$ cat config.mk
export PLATFORM = sky130hd
export DESIGN_NAME = stopwatch_display_driver
export DESIGN_NICKNAME = d
export VERILOG_FILES = /design/src/rtl/stopwatch_disp_pkg.sv /design/src/rtl/bcd_to_7seg.sv /design/src/rtl/stopwatch_display_driver.sv
export SDC_FILE = /design/constraint.sdc
export NUM_CORES = 1
export LEC_CHECK = 0
export ABC_AREA = 1
export BUFFER_PORTS_ARGS = -buffer_cell sky130_fd_sc_hd__buf_2
export CELL_PAD_IN_SITES_DETAIL_PLACEMENT = 1
export CELL_PAD_IN_SITES_GLOBAL_PLACEMENT = 1
export CORE_UTILIZATION = 47
export DETAILED_ROUTE_END_ITERATION = 10
export PLACE_DENSITY = 0.82
export SYNTH_ARGS = -nofsm -noshare
export SYNTH_HDL_FRONTEND = slang
export SYNTH_SLANG_ARGS = --single-unit
$ cat constraint.sdc
create_clock -name clk -period 2.8 [get_ports clk]
set_input_delay 0.42 -clock clk [delete_from_list [all_inputs] [get_ports clk]]
set_output_delay 0.42 -clock clk [all_outputs]
set_load 0.02 [all_outputs]
$ cat src/rtl/stopwatch_disp_pkg.sv
// Shared definitions for the stopwatch display driver: FSM state encoding,
// scan-slot digit indices and active-low 7-segment patterns {g,f,e,d,c,b,a}.
package stopwatch_disp_pkg;

  typedef enum logic {
    ST_LIVE     = 1'b0,
    ST_LAP_HOLD = 1'b1
  } disp_state_e;

  // Scan slot -> displayed digit (slot 0 is the rightmost anode)
  localparam logic [1:0] DIG_MS      = 2'd0;
  localparam logic [1:0] DIG_SEC_LSD = 2'd1;
  localparam logic [1:0] DIG_SEC_MSD = 2'd2;
  localparam logic [1:0] DIG_MIN     = 2'd3;

  localparam logic [3:0] AN_OFF = 4'b1111;

  // Active-low segment patterns
  localparam logic [6:0] SEG_0     = 7'b1000000;
  localparam logic [6:0] SEG_1     = 7'b1111001;
  localparam logic [6:0] SEG_2     = 7'b0100100;
  localparam logic [6:0] SEG_3     = 7'b0110000;
  localparam logic [6:0] SEG_4     = 7'b0011001;
  localparam logic [6:0] SEG_5     = 7'b0010010;
  localparam logic [6:0] SEG_6     = 7'b0000010;
  localparam logic [6:0] SEG_7     = 7'b1111000;
  localparam logic [6:0] SEG_8     = 7'b0000000;
  localparam logic [6:0] SEG_9     = 7'b0010000;
  localparam logic [6:0] SEG_DASH  = 7'b0111111;
  localparam logic [6:0] SEG_BLANK = 7'b1111111;

  // Decimal points separate M.SS.m, so they sit on the seconds-lsd and minutes slots
  function automatic logic dp_lit(input logic [1:0] idx);
    return (idx == DIG_SEC_LSD) || (idx == DIG_MIN);
  endfunction

endpackage

$ cat src/rtl/bcd_to_7seg.sv
// Combinational BCD to active-low 7-segment decoder; non-decimal codes show a dash.
module bcd_to_7seg
  import stopwatch_disp_pkg::*;
(
  input  logic [3:0] bcd,
  output logic [6:0] seg
);

  // Pattern lookup
  always_comb begin
    seg = SEG_DASH;
    case (bcd)
      4'd0:    seg = SEG_0;
      4'd1:    seg = SEG_1;
      4'd2:    seg = SEG_2;
      4'd3:    seg = SEG_3;
      4'd4:    seg = SEG_4;
      4'd5:    seg = SEG_5;
      4'd6:    seg = SEG_6;
      4'd7:    seg = SEG_7;
      4'd8:    seg = SEG_8;
      4'd9:    seg = SEG_9;
      default: seg = SEG_DASH;
    endcase
  end

endmodule

$ cat src/rtl/stopwatch_display_driver.sv
// Multiplexed 4-digit display driver for the stopwatch: scans live or held lap
// digits, holds a lap capture for a fixed time, and blinks the whole display
// while a flash request is active. All display outputs are registered.
module stopwatch_display_driver
  import stopwatch_disp_pkg::*;
#(
  parameter int REFRESH_DIV = 100000,
  parameter int HOLD_CYCLES = 300000000,
  parameter int FLASH_HALF  = 25000000
) (
  input  logic       clk,
  input  logic       rst,
  input  logic [3:0] minutes,
  input  logic [3:0] seconds_msd,
  input  logic [3:0] seconds_lsd,
  input  logic [3:0] ms_msd,
  input  logic [3:0] lap_ct_ms,
  input  logic [3:0] lap_ctsecondslsd,
  input  logic [3:0] lap_ct_secondsmsd,
  input  logic [3:0] lap_ctminutes,
  input  logic       run_catch,
  input  logic       start_catch,
  input  logic       lap_press,
  input  logic       flash,
  output logic [3:0] an,
  output logic [6:0] seg,
  output logic       dp
);

  localparam int REF_W   = (REFRESH_DIV > 1) ? $clog2(REFRESH_DIV) : 1;
  localparam int HOLD_W  = (HOLD_CYCLES > 1) ? $clog2(HOLD_CYCLES) : 1;
  localparam int FLASH_W = (FLASH_HALF > 1) ? $clog2(FLASH_HALF) : 1;

  logic [REF_W-1:0]   refresh_cnt_reg;
  logic [1:0]         scan_idx_reg;
  disp_state_e        state_reg, state_next;
  logic [HOLD_W-1:0]  hold_cnt_reg, hold_cnt_next;
  logic [FLASH_W-1:0] flash_cnt_reg;
  logic               flash_blank_reg;
  logic [3:0]         an_reg, an_next, an_scan;
  logic [6:0]         seg_reg, seg_next, seg_dec;
  logic               dp_reg, dp_next;
  logic [3:0]         live_dig [4];
  logic [3:0]         lap_dig  [4];
  logic [3:0]         digit_sel;
  logic               blank_now;

  // The running level never changes what is shown; a lap hold still times out while stopped
  logic unused_run;
  assign unused_run = run_catch;

  assign live_dig[DIG_MS]      = ms_msd;
  assign live_dig[DIG_SEC_LSD] = seconds_lsd;
  assign live_dig[DIG_SEC_MSD] = seconds_msd;
  assign live_dig[DIG_MIN]     = minutes;
  assign lap_dig[DIG_MS]       = lap_ct_ms;
  assign lap_dig[DIG_SEC_LSD]  = lap_ctsecondslsd;
  assign lap_dig[DIG_SEC_MSD]  = lap_ct_secondsmsd;
  assign lap_dig[DIG_MIN]      = lap_ctminutes;

  assign digit_sel = (state_reg == ST_LAP_HOLD) ? lap_dig[scan_idx_reg] : live_dig[scan_idx_reg];

  // One anode per slot, driven low when the scan index points at it
  genvar gi;
  for (gi = 0; gi < 4; gi++) begin : g_anode
    assign an_scan[gi] = (scan_idx_reg != 2'(gi));
  end

  bcd_to_7seg u_dec (
    .bcd (digit_sel),
    .seg (seg_dec)
  );

  // Blanking follows the flash level directly so dropping flash restores the display at once
  assign blank_now = flash & flash_blank_reg;

  // Scan timing: advance to the next digit slot every REFRESH_DIV cycles
  always_ff @(posedge clk or negedge rst) begin
    if (!rst) begin
      refresh_cnt_reg <= '0;
      scan_idx_reg    <= DIG_MS;
    end else if (refresh_cnt_reg == REF_W'(REFRESH_DIV - 1)) begin
      refresh_cnt_reg <= '0;
      scan_idx_reg    <= scan_idx_reg + 2'd1;
    end else begin
      refresh_cnt_reg <= refresh_cnt_reg + 1'b1;
    end
  end

  // Display-source state and lap hold timer registers
  always_ff @(posedge clk or negedge rst) begin
    if (!rst) begin
      state_reg    <= ST_LIVE;
      hold_cnt_reg <= '0;
    end else begin
      state_reg    <= state_next;
      hold_cnt_reg <= hold_cnt_next;
    end
  end

  // Start overrides everything; a lap press (re)arms the hold; the hold runs down to LIVE
  always_comb begin
    state_next    = state_reg;
    hold_cnt_next = hold_cnt_reg;
    if (start_catch) begin
      state_next    = ST_LIVE;
      hold_cnt_next = '0;
    end else if (lap_press) begin
      state_next    = ST_LAP_HOLD;
      hold_cnt_next = HOLD_W'(HOLD_CYCLES - 1);
    end else if (state_reg == ST_LAP_HOLD) begin
      if (hold_cnt_reg == '0) begin
        state_next = ST_LIVE;
      end else begin
        hold_cnt_next = hold_cnt_reg - 1'b1;
      end
    end
  end

  // Blink phase: toggles every FLASH_HALF cycles while flash is requested, starts visible
  always_ff @(posedge clk or negedge rst) begin
    if (!rst) begin
      flash_cnt_reg   <= '0;
      flash_blank_reg <= 1'b0;
    end else if (!flash) begin
      flash_cnt_reg   <= '0;
      flash_blank_reg <= 1'b0;
    end else if (flash_cnt_reg == FLASH_W'(FLASH_HALF - 1)) begin
      flash_cnt_reg   <= '0;
      flash_blank_reg <= ~flash_blank_reg;
    end else begin
      flash_cnt_reg <= flash_cnt_reg + 1'b1;
    end
  end

  // Next display value: current slot's digit, or everything dark in the blank phase
  always_comb begin
    an_next  = AN_OFF;
    seg_next = SEG_BLANK;
    dp_next  = 1'b1;
    if (!blank_now) begin
      an_next  = an_scan;
      seg_next = seg_dec;
      dp_next  = ~dp_lit(scan_idx_reg);
    end
  end

  // Output register: an, seg and dp always change together
  always_ff @(posedge clk or negedge rst) begin
    if (!rst) begin
      an_reg  <= AN_OFF;
      seg_reg <= SEG_BLANK;
      dp_reg  <= 1'b1;
    end else begin
      an_reg  <= an_next;
      seg_reg <= seg_next;
      dp_reg  <= dp_next;
    end
  end

  assign an  = an_reg;
  assign seg = seg_reg;
  assign dp  = dp_reg;

endmodule

==> impl_metrics.yaml, run 1 <==
worst_setup_path:
  arrival_ns: 2.37
  crit_chain: "inv_2 > nor2_1 > o21ai_0 > nand2_1 > o21ai_1 > inv_1 > ha_1 > nand3b_1 > nand3_1 > nand3_1"
  slowest_stage: "dfrtp_1"
  critical-path-max-stage-delay_ns: 0.52
  critPathKind: "reg -> reg"
  reg2reg_to: "seg[5]$_DFF_PN1_"
  r2r_setup_slack_ns: 0.69
  cp-start-kind: "flip-flop"
  cp_common_cell: "nand3_1"
  crit_path_max_fanout: 11
  cp-end-kind: "flip-flop"
  crit_start: "scan_idx_reg[1]$_DFFE_PN0N_"
  ff2ff_path_depth: 10
  crit_required_ns: 3.06
  reg2reg_from: "scan_idx_reg[1]$_DFFE_PN0N_"
layout:
  final_net_count: 862
  layout_common_cells: "178 x nand2_1, 157 x nor2_1, 77 x inv_1, 75 x dfrtp_1, 60 x nand3_1"
  fillers: 1466
  area_growth_pct: 13.5
  antennaDiodeCount: 0
  largest_reg_flops: 29
  drive_gt1_frac: 0.141
  final_common_cell: "nand2_1"
yosys:
  synth_edf_count: 0
  synth_cells: 759
  syn_avg_cell_area_um2: 7.04
  syn_area_mm2: 0.00534
  synth_sequential_area_ratio: 0.410
  synth_warnings: 0
  synth_top_area_frac: 0.351
  yosysTopAreaCell: "dfrtp_1"
  synth_fp_nets: 810
  yosysUniqueCellTypes: 35
  synth_flop_cell: "dfrtp_1"
  async_flop_share: 1.00
  synth.area.top_cells: "dfrtp_1 35%, nand2_1 13%, nor2_1 11%"
  ys_seq_elements: 87
cts:
  cts_root_buf: "clkbuf_16"
  cts_setup_buffers: 0
  ctsLongestPathBuffers: 2
  clock-sinks: 87
  clock_latency_ns: 0.35
  cts_max_level: 3
  cts_buffers: 9
  path_clk_slew_ns: 0.07
  cts_resized: 0
  cts_tree: "built"
  ctsHoldBuffers: 0
floorplan:
  rows: 38
  die-height_um: 109
  initial_core_util: 0.488
  ioPinCount: 50
  coreArea_mm2: 0.0109
  die_area_mm2: 0.0118
  die_w_um: 109
global_route:
  track_usage: 0.285
  grt_pass1_wl_mm: 25.9
  grt_max_degree: 40
  grt_pass1_vias: 5404
  grt_overflow: 0
  antenna_found_initial: 0
route:
  viasPerCell: 5.39
  final_antenna_net_count: 0
  drt_iter0_drc: 218
  wire_per_inst_um: 16.0
  firstDrtPassIters: 4
  drt_wl_total_mm: 15.3
  drc_errors: 0
  vias: 5151
timing:
  finalClockSkew_ns: 0.00862
  rsz0062_at_grt: "false"
  worst_hold_slack_ns: 0.0424
  setup_viol: 0
  max_freq_mhz: 473
  tns_ns: 0
  drv_slew: 0
  relSlewSlack: 0.453
  period_needed_ns: 2.11
  tightest_slew_ns: 0.813
  hold_violations: 0
  finalCritPeriodShare: 0.755
pwr:
  cellPowerDensity_mw_per_mm2: 537
  ir_worst_vdd_v: 0.000360
  swShare: 0.285
  seqPwrFrac: 0.422
  leakagePower_nw: 2.87
  pwr-share-comb: 0.154
  p_int_w: 0.00233
  clkPwrFrac: 0.425
  power_w: 0.00326
  power.switching_w: 0.000927
worst_hold_path:
  hp-class: "in -> async"
place:
  gp_congestion: 0.822
  place.detailed.hpwl_mm: 11.0
  io_buffer_count: 48
flow_run:
  timing.max_cap.violations: 0
run_status:
  status: "finished, final reports clean"
synthesized netlist by cell type (4+ instances only):
cell type / instances
o21ai_0: 30
nand3_1: 60
nand2_2: 4
inv_1: 77
nor2_2: 8
o21ai_1: 24
ha_1: 13
dfstp_2: 12
nor2_1: 157
nand2_1: 178
o21ai_2: 8
nand4_1: 15
xor2_1: 14
xnor2_1: 4
a21oi_1: 19
dfrtp_1: 75
nor3_1: 19
inv_2: 7
buf_2: 4
per-layer routing:
metal / track usage / wire length, um / vias up
met1: 0.357 / 6870 / 2507
met5: 0 / 0 / -
met4: 0.117 / 341 / 0
met2: 0.492 / 7600 / 106
met3: 0.0380 / 504 / 26
li1: - / - / 2512
per-stage QoR:
stage,setup slack [ns],std cells,cell area [um2],util
after detailed placement,0.752,940,5720,0.523
after floorplan,0.915,759,5340,-
final,0.685,956,6060,0.554
after global routing,0.462,956,6060,0.554
after CTS,0.682,956,6060,0.554
after global placement,0.804,940,5720,0.523
layout make-up:
type / count / area (um2) / share of cell area
Timing Repair Buffer: 54 / 288 / 0.0475
Tap cell: 140 / 175 / 0.0289
Clock inverter: 3 / 41.3 / 0.00681
Multi-Input combinational cell: 573 / 2740 / 0.452
Clock buffer: 13 / 304 / 0.0502
Inverter: 86 / 323 / 0.0533
Sequential cell: 87 / 2190 / 0.362
how the worst max path moves through the flow:
| stage | to | slack, ns | cells past startpoint |
|---|---|---|---|
| after global routing | seg[5]$_DFF_PN1_ | 0.46 | 10 |
| final | seg[5]$_DFF_PN1_ | 0.69 | 10 |
| after detailed placement | seg[5]$_DFF_PN1_ | 0.75 | 10 |
| after floorplan | seg[5]$_DFF_PN1_ | 0.92 | 11 |
| after CTS | flash_cnt_reg[5]$_DFF_PN0_ | 0.68 | 8 |
| after global placement | seg[5]$_DFF_PN1_ | 0.80 | 10 |
worst max-delay path: cells and delay by family, from the launching register on:
family	cells	cell delay, ns
and+or+nand+nor	5	0.52
DFF	1	0.52
adders and majority gates	1	0.19
AOI/OAI and AO/OA	2	0.43
buffers and inverters	2	0.35
kinds of logic after synthesis:
family | share of synthesized area
and+or+nand+nor | 0.362
buffers and inverters | 0.0768
AOI/OAI and AO/OA | 0.0904
DFF | 0.410
xor gates and xnor gates | 0.0295
adders and majority gates | 0.0305
power by group through the flow:
stage / sequential, W / combinational (W) / clock, W
after CTS: 0.00137 / 0.000504 / 0.00141
after global routing: 0.00138 / 0.000565 / 0.00146
final: 0.00137 / 0.000500 / 0.00138
after floorplan: 0.00140 / 0.000309 / 0
after detailed placement: 0.00139 / 0.000491 / 0
after global placement: 0.00139 / 0.000470 / 0
No activity file was read; power rests on OpenSTA's default activity.
==> inputs of run 2 (changes only) <==
--- a/config.mk
+++ b/config.mk
@@ -5,13 +5,13 @@
 export SDC_FILE = /design/constraint.sdc
 export NUM_CORES = 1
 export LEC_CHECK = 0
-export ABC_AREA = 1
+export ABC_AREA = 0
 export BUFFER_PORTS_ARGS = -buffer_cell sky130_fd_sc_hd__buf_2
 export CELL_PAD_IN_SITES_DETAIL_PLACEMENT = 1
 export CELL_PAD_IN_SITES_GLOBAL_PLACEMENT = 1
-export CORE_UTILIZATION = 47
+export CORE_UTILIZATION = 42
 export DETAILED_ROUTE_END_ITERATION = 10
-export PLACE_DENSITY = 0.82
+export PLACE_DENSITY = 0.72
 export SYNTH_ARGS = -nofsm -noshare
 export SYNTH_HDL_FRONTEND = slang
 export SYNTH_SLANG_ARGS = --single-unit
==> constraint.sdc (replaced) <==
create_clock -name clk -period 1.8 [get_ports clk]
set_input_delay 0.27 -clock clk [delete_from_list [all_inputs] [get_ports clk]]
set_output_delay 0.27 -clock clk [all_outputs]
set_load 0.02 [all_outputs]
==> run 2 against run 1 <==
Net effect:
- the flow now finishes with violations (negative setup slack)
- critical path depth fell by 5
- first-iteration DRC count increased by 51%
- area after synthesis is 12% lower
- synthesized cell count is 39% lower
- largest power group is now registers
- critical path type unchanged
- critical endpoint is now scan_idx_reg[1]$_DFFE_PN0N_
- die area fell by 1.3%
- via count shrank 3.1%
- fmax shrank 9.4%
- global-route usage is 4.5 points higher
- power rose by 44%
==> impl_metrics.yaml, run 2 <==
cts:
  cts_tree: "built"
  cts_root_buf: "clkbuf_8"
  clock_latency_ns: 0.41
  path_clk_slew_ns: 0.10
  cts_buffers: 9
  ctsLongestPathBuffers: 2
  cts_max_level: 3
  clock-sinks: 87
timing:
  rsz0062_at_grt: "true"
  period_needed_ns: 2.33
  finalCritPeriodShare: 1.30
  finalClockSkew_ns: 0.0298
  tns_ns: -18.79
  setup_viol: 74
  max_freq_mhz: 428
  drv_slew: 0
  hold_violations: 0
  setup_ws_ns: -0.534
  worst_hold_slack_ns: 0.176
  relSlewSlack: 0.580
  tightest_slew_ns: 0.626
floorplan:
  rows: 38
  ioPinCount: 50
  die_area_mm2: 0.0116
  die_w_um: 108
  die-height_um: 108
  coreArea_mm2: 0.0109
  initial_core_util: 0.432
yosys:
  synth_flop_cell: "dfrtp_1"
  syn_area_mm2: 0.00471
  ys_seq_elements: 87
  synth_cells: 460
  synth_warnings: 0
  netlist_top_cells_count: "75 x dfrtp_1, 51 x nor2_1, 29 x xor2_1"
  synth_fp_nets: 511
  yosysUniqueCellTypes: 56
  syn_avg_cell_area_um2: 10.2
  synth_edf_count: 0
  synth_sequential_area_ratio: 0.466
  yosysTopAreaCell: "dfrtp_1"
  async_flop_share: 1.00
  synth.area.top_cells: "dfrtp_1 40%, dfstp_2 6.7%, xor2_1 5.4%"
  synth_top_area_frac: 0.399
  synth.most_common_cell: "dfrtp_1"
layout:
  fillers: 1087
  multiInputGateArea_mm2: 0.00325
  largest_reg_flops: 29
  final_cells: 815
  regArea_mm2: 0.00219
  final_area_mm2: 0.00760
  area_growth_pct: 61.5
  final_net_count: 720
  final_common_cell: "buf_4"
  drive_gt1_frac: 0.545
  layout_common_cells: "114 x buf_4, 75 x dfrtp_1, 47 x nor2_1, 47 x buf_2, 45 x buf_6"
route:
  drt_wl_total_mm: 22.8
  drt_iter0_drc: 329
  vias: 4990
  viasPerCell: 6.12
  wire_per_inst_um: 28.0
  firstDrtPassIters: 5
  drc_errors: 0
  final_antenna_net_count: 0
place:
  place.detailed.hpwl_mm: 10.3
  io_buffer_count: 48
  post-place-ws_ns: -0.392
  placed_cell_area_mm2: 0.00611
  gp_congestion: 0.847
  dp.cells: 738
worst_setup_path:
  crit_required_ns: 2.08
  arrival_ns: 2.62
  crit_path_max_fanout: 2
  cp-end-kind: "flip-flop"
  critPathKind: "reg -> reg"
  cp-start-kind: "flip-flop"
global_route:
  grt_overflow: 0
  grt_pass1_wl_mm: 28.5
  grt_pass1_vias: 5288
  grt_max_degree: 40
  antenna_found_initial: 1
  track_usage: 0.330
worst_hold_path:
  hp-class: "in -> reg"
pwr:
  power.switching_w: 0.00153
  seqPwrFrac: 0.443
  p_int_w: 0.00315
  ir_worst_vdd_v: 0.000475
  clkPwrFrac: 0.302
  cellPowerDensity_mw_per_mm2: 616
  pwr-share-comb: 0.254
  leakagePower_nw: 3.29
  swShare: 0.327
flow_run:
  timing.max_cap.violations: 0
run_status:
  status: "finished with violations"
  violations: "negative setup slack"
==> run 2: worst paths after layout <==
kind	end	cells after the start	slack, ns	startpoint
max	scan_idx_reg[1]$_DFFE_PN0N_	5	-0.53	refresh_cnt_reg[13]$_DFF_PN0_
min	flash_blank_reg$_DFFE_PN0P_	2	0.18	flash
max reg2reg	scan_idx_reg[1]$_DFFE_PN0N_	5	-0.53	refresh_cnt_reg[13]$_DFF_PN0_
min reg2reg	refresh_cnt_reg[4]$_DFF_PN0_	1	0.55	refresh_cnt_reg[4]$_DFF_PN0_
max in group asynchronous	an[1]$_DFF_PN1_	3	0.73	rst
min in group asynchronous	hold_cnt_reg[6]$_DFFE_PN0P_	2	0.41	rst
==> run 2: final cells by class <==
cell class	instances	share of cell area
Multi-Input combinational cell	341	0.428
Sequential cell	87	0.288
Timing Repair Buffer	213	0.227
Tap cell	140	0.0230
Clock buffer	11	0.0199
Inverter	17	0.00872
Clock inverter	5	0.00526
Antenna cell	1	0.000329
==> run 2: per-layer routing <==
layer / wire length (um) / global-route usage / vias to the layer above
met3: 1340 / 0.0545 / 129
met1: 7960 / 0.358 / 2540
met5: 0 / 0 / -
met4: 1730 / 0.180 / 0
met2: 11800 / 0.606 / 232
li1: - / - / 2089
==> run 2: power by group through the flow <==
stage	Sequential [W]	Clock, W	Combinational [W]
2_1_floorplan	0.00214	0	0.000312
3_3_place_gp	0.00210	0	0.000682
3_5_place_dp	0.00210	0	0.000714
4_1_cts	0.00207	0.00139	0.000896
5_1_grt	0.00208	0.00151	0.00123
6_report	0.00208	0.00142	0.00119
==> run 2: cells by family (layout without fill, tap and decap cells) <==
| kind of cell | Yosys count | count (layout) | synth area share |
|---|---|---|---|
| buffers and inverters | 32 | 246 | 0.0274 |
| other | 0 | 1 | 0 |
| AND/OR/NAND/NOR | 198 | 198 | 0.234 |
| AO/OA/AOI/OAI | 63 | 63 | 0.0861 |
| XOR/XNOR | 49 | 49 | 0.0912 |
| flip-flops | 87 | 87 | 0.466 |
| multiplexers | 18 | 18 | 0.0609 |
| adder cells (fa/ha/maj) | 13 | 13 | 0.0345 |
==> run 2: stage by stage <==
| step | power [W] | util |
|---|---|---|
| 2_1_floorplan | 0.00245 | - |
| 3_3_place_gp | 0.00278 | 0.561 |
| 3_5_place_dp | 0.00281 | 0.561 |
| 4_1_cts | 0.00435 | 0.642 |
| 5_1_grt | 0.00482 | 0.698 |
| 6_report | 0.00468 | 0.698 |
==> run 2: critical path, cell delays in order, from the launching register on <==
cell,delay [ns]
dfrtp_1,0.42
or4b_1,0.56
or4b_4,0.54
nor4_2,0.17
and3_4,0.25
mux2_4,0.30
==> run 2: timing repair <==
item                                    in CTS  in global routing
pin swaps                                   54                 58
hold buffers                                 1                  0
setup buffers                               27                 40
endpoints found under the setup margin      47                 75
gates resized for setup                     99                 85
hold endpoints to repair                    27                  0
cloned                                       1                  0
==> inputs of run 3 (changes only) <==
--- a/config.mk
+++ b/config.mk
@@ -5,11 +5,11 @@
 export SDC_FILE = /design/constraint.sdc
 export NUM_CORES = 1
 export LEC_CHECK = 0
-export ABC_AREA = 0
+export ABC_AREA = 1
 export BUFFER_PORTS_ARGS = -buffer_cell sky130_fd_sc_hd__buf_2
 export CELL_PAD_IN_SITES_DETAIL_PLACEMENT = 1
 export CELL_PAD_IN_SITES_GLOBAL_PLACEMENT = 1
-export CORE_UTILIZATION = 42
+export CORE_UTILIZATION = 39
 export DETAILED_ROUTE_END_ITERATION = 10
 export PLACE_DENSITY = 0.72
 export SYNTH_ARGS = -nofsm -noshare
==> run 3 against run 2 <==
Net effect:
- the run now ends clean
- hold slack improved by 0.067 ns
- setup slack improved by 0.56 ns
- register-to-register slack improved by 0.56 ns
- clock power rose by 31%
- critical path depth rose by 6
- combinational power fell by 21%
- utilization fell by 20 points
- routed wire length fell by 34%
- clock-buffer cell count fell by 1
- critical path type unchanged
- critical endpoint is now seg[5]$_DFF_PN1_
- largest cell class unchanged
==> impl_metrics.yaml, run 3 (synthesis gave the netlist of run 1 again) <==
run_status:
  status: "finished, final reports clean"
route:
  viasPerCell: 5.04
  firstDrtPassIters: 4
  final_antenna_net_count: 0
  wire_per_inst_um: 14.7
  drt_wl_total_mm: 15.2
  drc_errors: 0
  vias: 5213
  drt_iter0_drc: 169
layout:
  final_common_cell: "nand2_1"
  final_area_mm2: 0.00664
  final_cells: 1034
  fillers: 1731
  drive_gt1_frac: 0.231
  layout_common_cells: "172 x nand2_1, 141 x nor2_1, 74 x inv_1, 69 x dfrtp_1, 57 x nand3_1"
  largest_reg_flops: 29
  area_growth_pct: 24.4
  final_net_count: 904
  antennaDiodeCount: 0
cts:
  clock_latency_ns: 0.35
  cts_tree: "built"
  cts_max_level: 3
  cts_root_buf: "clkbuf_16"
  path_clk_slew_ns: 0.07
  clock-sinks: 87
  cts_buffers: 9
  ctsLongestPathBuffers: 2
timing:
  rsz0062_at_grt: "true"
  worst_hold_slack_ns: 0.242
  setup_viol: 0
  finalClockSkew_ns: 0.00606
  hold_violations: 0
  max_freq_mhz: 564
  period_needed_ns: 1.77
  tns_ns: 0
  tightest_slew_ns: 0.389
  finalCritPeriodShare: 0.985
  drv_slew: 0
  relSlewSlack: 0.740
  setup_ws_ns: 0.0265
place:
  placed_cell_area_mm2: 0.00607
  io_buffer_count: 48
  gp_congestion: 0.860
  place.detailed.hpwl_mm: 11.2
  dp.cells: 1006
  post-place-ws_ns: -0.178
worst_setup_path:
  slowest_stage: "dfrtp_2"
  critical-path-max-stage-delay_ns: 0.42
  crit_path_max_fanout: 6
  crit_required_ns: 2.06
  cp_common_cell: "nand3_1"
  cp-start-kind: "flip-flop"
  cp-end-kind: "flip-flop"
  crit_chain: "buf_6 > nor2_2 > nor2_1 > o21ai_1 > nand2_1 > o21ai_4 > inv_2 > ha_4 > nand3b_1 > nand3_1 > nand3_1"
  critPathKind: "reg -> reg"
  arrival_ns: 2.04
floorplan:
  coreArea_mm2: 0.0133
  initial_core_util: 0.402
  die_w_um: 119
  rows: 42
  die-height_um: 119
  die_area_mm2: 0.0142
  ioPinCount: 50
global_route:
  grt_overflow: 0
  grt_max_degree: 46
  antenna_found_initial: 0
  grt_pass1_vias: 5509
  grt_pass1_wl_mm: 25.7
  track_usage: 0.224
pwr:
  ir_worst_vdd_v: 0.000506
  cellPowerDensity_mw_per_mm2: 742
  leakagePower_nw: 3.08
worst_hold_path:
  hp-class: "in -> reg"
flow_run:
  timing.max_cap.violations: 0
## run 3: cell count changes in the layout (fill, tap and decap cells not counted), moves of 22 or more
cell	change
nand3_1	+41
nand2_1	+149
nor2_1	+94
inv_1	+62
o21ai_1	+22
buf_4	-76
o21ai_0	+23
buf_6	-41
## run 3: power breakdown
part           switching [W]  internal [W]
registers          0.0000741       0.00206
clock network       0.000871      0.000992
logic               0.000589      0.000347
## run 3: cell type report
| cell class | count | area (um2) | area share |
|---|---|---|---|
| Tap cell | 176 | 220 | 0.0332 |
| Sequential cell | 87 | 2200 | 0.331 |
| Clock buffer | 10 | 239 | 0.0360 |
| Inverter | 86 | 328 | 0.0494 |
| Timing Repair Buffer | 96 | 696 | 0.105 |
| Clock inverter | 6 | 50.0 | 0.00753 |
| Multi-Input combinational cell | 573 | 2910 | 0.438 |
## run 3: path summary, 6_finish.rpt
check	to	start	slack (ns)	depth (start not counted)
min	flash_cnt_reg[21]$_DFF_PN0_	flash	0.24	3
min reg2reg	refresh_cnt_reg[0]$_DFF_PN0_	refresh_cnt_reg[0]$_DFF_PN0_	0.46	1
min in group asynchronous	flash_cnt_reg[5]$_DFF_PN0_	rst	0.36	2
max reg2reg	seg[5]$_DFF_PN1_	scan_idx_reg[0]$_DFFE_PN0N_	0.03	11
max in group asynchronous	hold_cnt_reg[10]$_DFFE_PN0P_	rst	0.82	3
max	seg[5]$_DFF_PN1_	scan_idx_reg[0]$_DFFE_PN0N_	0.03	11
## run 3: per-stage QoR
step,util,power (W)
after global placement,0.456,0.00297
after detailed placement,0.456,0.00301
after CTS,0.481,0.00491
final,0.500,0.00493
after floorplan,-,0.00267
after global routing,0.500,0.00518
## run 3: layer usage
metal  track usage  routed length (um)
met2         0.395                7760
met1         0.277                6820
met5             0                   0
met3        0.0445                 408
met4        0.0562                 177
## run 3: critical path: cells and delay by family, from the launching register on
| kind | cells | cell delay, ns |
|---|---|---|
| fa+ha+maj | 1 | 0.15 |
| compound gates | 2 | 0.29 |
| simple gates | 6 | 0.60 |
| buf+inv | 2 | 0.23 |
| flops | 1 | 0.42 |
## run 3: repair_timing
action | 4_1_cts | 5_1_grt
hold buffers | 1 | 0
setup buffers | 3 | 8
pin swaps | 2 | 13
setup endpoints to repair | 7 | 52
hold endpoints to repair | 22 | 0
gates resized for setup | 7 | 58
